===== config.mk =====
export PLATFORM = sky130hd
export DESIGN_NAME = pipelined_adder
export DESIGN_NICKNAME = d
export VERILOG_FILES = /design/src/rtl/pipelined_adder_pkg.sv /design/src/rtl/pipelined_adder_stage.sv /design/src/rtl/pipelined_adder.sv
export SDC_FILE = /design/constraint.sdc
export NUM_CORES = 1
export LEC_CHECK = 0
export CAP_MARGIN = 20
export CORE_MARGIN = 10
export CORE_UTILIZATION = 31
export CTS_CLUSTER_DIAMETER = 40
export DETAILED_ROUTE_END_ITERATION = 10
export PLACE_DENSITY_LB_ADDON = 0.2
export SETUP_SLACK_MARGIN = 0.15
export SYNTH_ARGS = -nofsm -noshare
export SYNTH_HDL_FRONTEND = slang
export SYNTH_SLANG_ARGS = --single-unit

===== constraint.sdc =====
create_clock -name clk -period 4.12 [get_ports clk]
set_input_delay 0.618 -clock clk [delete_from_list [all_inputs] [get_ports clk]]
set_output_delay 0.618 -clock clk [all_outputs]
set_load 0.05 [all_outputs]

===== src/rtl/pipelined_adder_pkg.sv =====
// pipelined_adder_pkg: default sizing and stage-count helper for the
// segmented-carry pipelined adder.
package pipelined_adder_pkg;

  localparam int DEFAULT_WIDTH = 16;
  localparam int DEFAULT_SEG   = 4;

  // Number of carry segments (one pipeline stage per segment).
  function automatic int calc_stages(input int width, input int seg);
    return width / seg;
  endfunction

endpackage


===== src/rtl/pipelined_adder_stage.sv =====
// pipelined_adder_stage: one SEG-bit slice add with its registered sum
// slice and registered carry-out, advancing only when en is high.
module pipelined_adder_stage
  import pipelined_adder_pkg::*;
#(
  parameter int SEG = DEFAULT_SEG
) (
  input  logic           clk,
  input  logic           rst_n,
  input  logic           en,
  input  logic [SEG-1:0] a,
  input  logic [SEG-1:0] b,
  input  logic           ci,
  output logic [SEG-1:0] sum,
  output logic           co
);

  logic [SEG:0] total;

  // Slice sum including the carry from the previous segment.
  always_comb begin
    total = {1'b0, a} + {1'b0, b} + {{SEG{1'b0}}, ci};
  end

  // Register the slice result and its carry for the next stage.
  always_ff @(posedge clk or negedge rst_n) begin
    if (!rst_n) begin
      sum <= '0;
      co  <= 1'b0;
    end else if (en) begin
      {co, sum} <= total;
    end
  end

endmodule


===== src/rtl/pipelined_adder.sv =====
// pipelined_adder: WIDTH-bit adder split into WIDTH/SEG carry segments,
// one segment per pipeline stage, with operand skew and sum deskew so all
// bits of a result emerge together. Valid/ready handshake with full-pipe
// stall. Optional macro PIPELINED_ADDER_SUB_EN adds a sub input (a - b)
// and a signed overflow output ovf.
module pipelined_adder
  import pipelined_adder_pkg::*;
#(
  parameter int WIDTH = DEFAULT_WIDTH,
  parameter int SEG   = DEFAULT_SEG
) (
  input  logic             clk,
  input  logic             rst_n,
  input  logic             in_valid,
  output logic             in_ready,
  input  logic [WIDTH-1:0] a,
  input  logic [WIDTH-1:0] b,
  input  logic             cin,
`ifdef PIPELINED_ADDER_SUB_EN
  input  logic             sub,
  output logic             ovf,
`endif
  output logic             out_valid,
  input  logic             out_ready,
  output logic [WIDTH-1:0] sum,
  output logic             cout
);

  localparam int STAGES = calc_stages(WIDTH, SEG);

  if (WIDTH % SEG != 0) begin : g_bad_width
    $error("pipelined_adder: WIDTH must be a multiple of SEG");
  end

  logic              adv;
  logic [STAGES-1:0] vld;
  logic [WIDTH-1:0]  b_eff;
  logic              c0;
  logic [STAGES-1:0] carry;
  logic [STAGES-1:0] stage_ci;
  logic [SEG-1:0]    stage_a   [STAGES];
  logic [SEG-1:0]    stage_b   [STAGES];
  logic [SEG-1:0]    stage_sum [STAGES];

  assign out_valid = vld[STAGES-1];
  assign in_ready  = adv;
  assign cout      = carry[STAGES-1];

  // The whole pipe moves together whenever the output slot is free or drained.
  always_comb begin
    adv = !out_valid || out_ready;
  end

  // Subtraction is folded in at acceptance as a + ~b + 1, so the beat's
  // mode travels down the pipe inside its operands and carry-in.
  always_comb begin
    b_eff = b;
    c0    = cin;
`ifdef PIPELINED_ADDER_SUB_EN
    if (sub) begin
      b_eff = ~b;
      c0    = 1'b1;
    end
`endif
  end

  // Valid bits shift with the data; bubbles enter as zeros.
  always_ff @(posedge clk or negedge rst_n) begin
    if (!rst_n) begin
      vld <= '0;
    end else if (adv) begin
      vld <= STAGES'({vld, in_valid});
    end
  end

  for (genvar k = 0; k < STAGES; k++) begin : g_stage
    if (k == 0) begin : g_first
      assign stage_a[k]  = a[SEG-1:0];
      assign stage_b[k]  = b_eff[SEG-1:0];
      assign stage_ci[k] = c0;
    end else begin : g_skew
      logic [SEG-1:0] a_skew [k];
      logic [SEG-1:0] b_skew [k];

      // Delay operand slice k by k cycles so it meets its carry.
      always_ff @(posedge clk or negedge rst_n) begin
        if (!rst_n) begin
          for (int j = 0; j < k; j++) begin
            a_skew[j] <= '0;
            b_skew[j] <= '0;
          end
        end else if (adv) begin
          a_skew[0] <= a[k*SEG +: SEG];
          b_skew[0] <= b_eff[k*SEG +: SEG];
          for (int j = 1; j < k; j++) begin
            a_skew[j] <= a_skew[j-1];
            b_skew[j] <= b_skew[j-1];
          end
        end
      end

      assign stage_a[k]  = a_skew[k-1];
      assign stage_b[k]  = b_skew[k-1];
      assign stage_ci[k] = carry[k-1];
    end

    pipelined_adder_stage #(
      .SEG (SEG)
    ) u_stage (
      .clk   (clk),
      .rst_n (rst_n),
      .en    (adv),
      .a     (stage_a[k]),
      .b     (stage_b[k]),
      .ci    (stage_ci[k]),
      .sum   (stage_sum[k]),
      .co    (carry[k])
    );

    if (k < STAGES - 1) begin : g_deskew
      localparam int DLY = STAGES - 1 - k;
      logic [SEG-1:0] dly [DLY];

      // Hold early sum slices until the last segment finishes.
      always_ff @(posedge clk or negedge rst_n) begin
        if (!rst_n) begin
          for (int j = 0; j < DLY; j++) begin
            dly[j] <= '0;
          end
        end else if (adv) begin
          dly[0] <= stage_sum[k];
          for (int j = 1; j < DLY; j++) begin
            dly[j] <= dly[j-1];
          end
        end
      end

      assign sum[k*SEG +: SEG] = dly[DLY-1];
    end else begin : g_direct
      assign sum[k*SEG +: SEG] = stage_sum[k];
    end
  end

`ifdef PIPELINED_ADDER_SUB_EN
  logic a_msb_q;
  logic b_msb_q;

  // Capture operand sign bits alongside the top slice for overflow detection.
  always_ff @(posedge clk or negedge rst_n) begin
    if (!rst_n) begin
      a_msb_q <= 1'b0;
      b_msb_q <= 1'b0;
    end else if (adv) begin
      a_msb_q <= stage_a[STAGES-1][SEG-1];
      b_msb_q <= stage_b[STAGES-1][SEG-1];
    end
  end

  assign ovf = (a_msb_q == b_msb_q) && (sum[WIDTH-1] != a_msb_q);
`endif

endmodule


==> out/qor.csv <==
stage,metric,value,unit
floorplanning,io_pins,56,
grt,grt.total_usage,9.81,%
worst_setup_path,arrival,2390,ps
timing,finalCritPeriodShare,53.4,%
timing,finClkSkew,5.73,ps
status,status,completed,
yosys,synthXorXnorAreaFrac,1.05,%
yosys,synth_compound_area_share,5.14,%
detailed_routing,dr.pass1.iters,4,
run,maxCapViolations,0,
clocking,htree_levels,3,
yosys,synth_top_family_by_area,simple AND/OR/NAND/NOR gates,
placement,place_area,4780,um^2
worst_setup_path,start_kind,input port,
yosys,synth_nets,506,
power_and_ir_drop,ir_drop,0.336,mV
grt,antenna_found_initial,0,
placement,dp_hpwl,5.59,mm
grt,grt_max_degree,104,
yosys,yosys.area_share.simple,22.6,%
yosys,netlist_area,4190,um^2
clocking,root_buffer,clkbuf_16,
detailed_routing,avgViaCountPerCell,4.26,
floorplanning,chipWidth,136,um
worst_setup_path,slowest_stage,fa_1,
worst_setup_path,cp_data_required_time,4310,ps
placement,placed_cells,654,
worst_setup_path,path_cells,"clkdlybuf4s50_1, fa_1, fa_1, a21o_1, a211oi_1, a21oi_1",
clocking,clk_pin_slew,60,ps
clocking,cts_hold_buf,0,
floorplanning,dieHeight,136,um
worst_setup_path,end_kind,flop,
yosys,yosysWarnings,0,
yosys,synth_adder_area_share,7.41,%
yosys,ys_seq_area_share,57.4,%
timing,clock.fmax,455,MHz
floorplanning,die_area,18600,um^2
layout,final_util,38.6,%
layout,regArea,2400,um^2
hold_path,hp-class,in2async,
clocking,cts_setup_buffers,0,
timing,tightest_slew,950,ps
layout,drive_gt1_share,4.66,%
detailed_routing,routed_wl,8.49,mm
worst_setup_path,startpoint,a[0],
yosys,synth_cells,449,
yosys,synth_cell_types,24,
grt,grt_pass1_vias,3028,
detailed_routing,wl_per_cell,12.7,um
timing,hold_violations,0,
worst_setup_path,max_stage_delay,460,ps
placement,globalplace.congestion,0.731,
layout,multi_input_area,1520,um^2
timing,maxSlewHeadroom,36.7,%
clocking,cts.path.max_buffers,2,
layout,final.fill_count,1385,
layout,n_antenna_cell,0,
clocking,clock-sinks,96,
timing,fin_crit,2200,ps
yosys,muxShareOfSynthArea,0,%
timing,setup_viol,0,
grt,grt_overflow,0,
timing,rsz0062_at_grt,false,
floorplanning,rows,42,
timing,fin_setup_tns,0,ps
worst_setup_path,worstPathMaxFanout,2,
detailed_routing,vias,2851,
layout,final_nets,546,
worst_setup_path,path_class,in2reg,
layout,fin_cells,670,
detailed_routing,antenna_left,0,
clocking,cts_resized,0,
placement,io_buffers,55,
clocking,clkLatencyLatePin,340,ps
yosys,ys_ff_latch,96,
layout,postLayoutCellArea,5120,um^2
detailed_routing,drc,0,
floorplanning,start_util,31.6,%
worst_setup_path,r2r_start,g_stage[1].g_skew.a_skew[0],
power_and_ir_drop,p_leak,2.57,nW
clocking,cts_made_buffers,9,
worst_setup_path,critPathMostFrequentCell,fa_1,
layout,area_delta_synth_final,22.2,%
clocking,cts_tree,built,
layout,layout_commonest_cell,nand2_1,
timing,slew_viol_final,0,
layout,layout_common_cells,"nand2_1, dfrtp_1, clkdlybuf4s50_1",
floorplanning,coreArea,13200,um^2
detailed_routing,first_iter_violations,161,
yosys,avgSynthCellArea,9.33,um^2
power_and_ir_drop,power.density,785,nW/um^2
grt,grt_pass1_wl,14.7,mm
power_and_ir_drop,finalPower,4.02,mW
==> flip-flops by register name (all words and copies together), names as in the netlist <==
name,cells
g_stage.g_deskew.dly,16
g_stage.u_stage.co,4
g_stage.u_stage.sum,16
sum,8
vld,4
g_stage.g_skew.a_skew,24
g_stage.g_skew.b_skew,24
==> area by class of cell <==
cell class / instances / share of cell area, %
flip-flops and latches: 96 / 47.0
clock inverters: 5 / 1.54
well taps: 176 / 4.30
clock buffers: 11 / 4.94
multi-input cells: 310 / 29.6
repair buffers: 58 / 11.6
inverters: 14 / 1.03
==> worst max-delay path, delay by kind of cell <==
family	cells	cell delay (ps)
adder cells (fa/ha/maj)	2	880
buffers and inverters	1	430
AO/OA/AOI/OAI	3	450
==> stage by stage <==
| stage | hold slack [ps] | worst slack, ps |
|---|---|---|
| finish | 390 | 1920 |
| global route | 489 | 1830 |
| CTS | 465 | 1910 |
| detailed placement | 456 | 1550 |
| global placement | 448 | 1590 |
| floorplan | 322 | 2110 |
==> layer usage <==
layer  part of all wire [%]  global-route usage (%)
met5                      0                       0
met4                    1.3                    3.37
met3                    5.1                    2.99
met2                     47                    16.1
met1                     47                    12.0
==> final timing paths <==
path                                                to  slack [ps]  depth (start not counted)
setup / recovery                 g_stage[0].u_stage.co        1920                          6
hold / removal                   g_stage[0].u_stage.co         390                          1
setup reg to reg                 g_stage[1].u_stage.co        2440                          6
hold reg to reg              g_stage[0].u_stage.sum[1]         470                          2
max in group asynchronous  g_stage[2].g_skew.a_skew[7]        2840                          2
min in group clk             g_stage[0].u_stage.sum[1]         470                          2
==> logic make-up after synthesis <==
kind of cell / count (synthesis)
compound gates: 39
fa+ha+maj: 20
flops: 96
simple gates: 246
xor+xnor: 5
buf+inv: 43
==> report_power, final <==
group,internal [mW],leakage (nW),total [mW],switching [mW]
registers,1.35,1.16,1.57,0.222
clock network,0.564,0.165,0.905,0.342
logic,0.575,1.24,1.54,0.963
total,2.49,2.57,4.02,1.53
==> cell usage after synthesis, drive strengths merged <==
| master | instances | area [um^2] |
|---|---|---|
| buf | 25 | 201 |
| o21ai | 19 | 95.1 |
| inv | 14 | 52.6 |
| xor2 | 4 | 35.0 |
| nand2 | 228 | 856 |
| clkbuf | 4 | 15.0 |
| o31ai | 1 | 7.51 |
| dfrtp | 96 | 2400 |
| a21oi | 12 | 60.1 |
| ha | 12 | 150 |
| fa | 8 | 160 |
| o21a | 2 | 15.0 |
| a211oi | 1 | 7.51 |
| a21o | 4 | 30.0 |
| xnor2 | 1 | 8.76 |
| nor2b | 5 | 38.8 |
| nand2b | 1 | 6.26 |
| nor3 | 1 | 5.00 |
| nor2 | 11 | 41.3 |
Power figures use the tool's default switching activity.
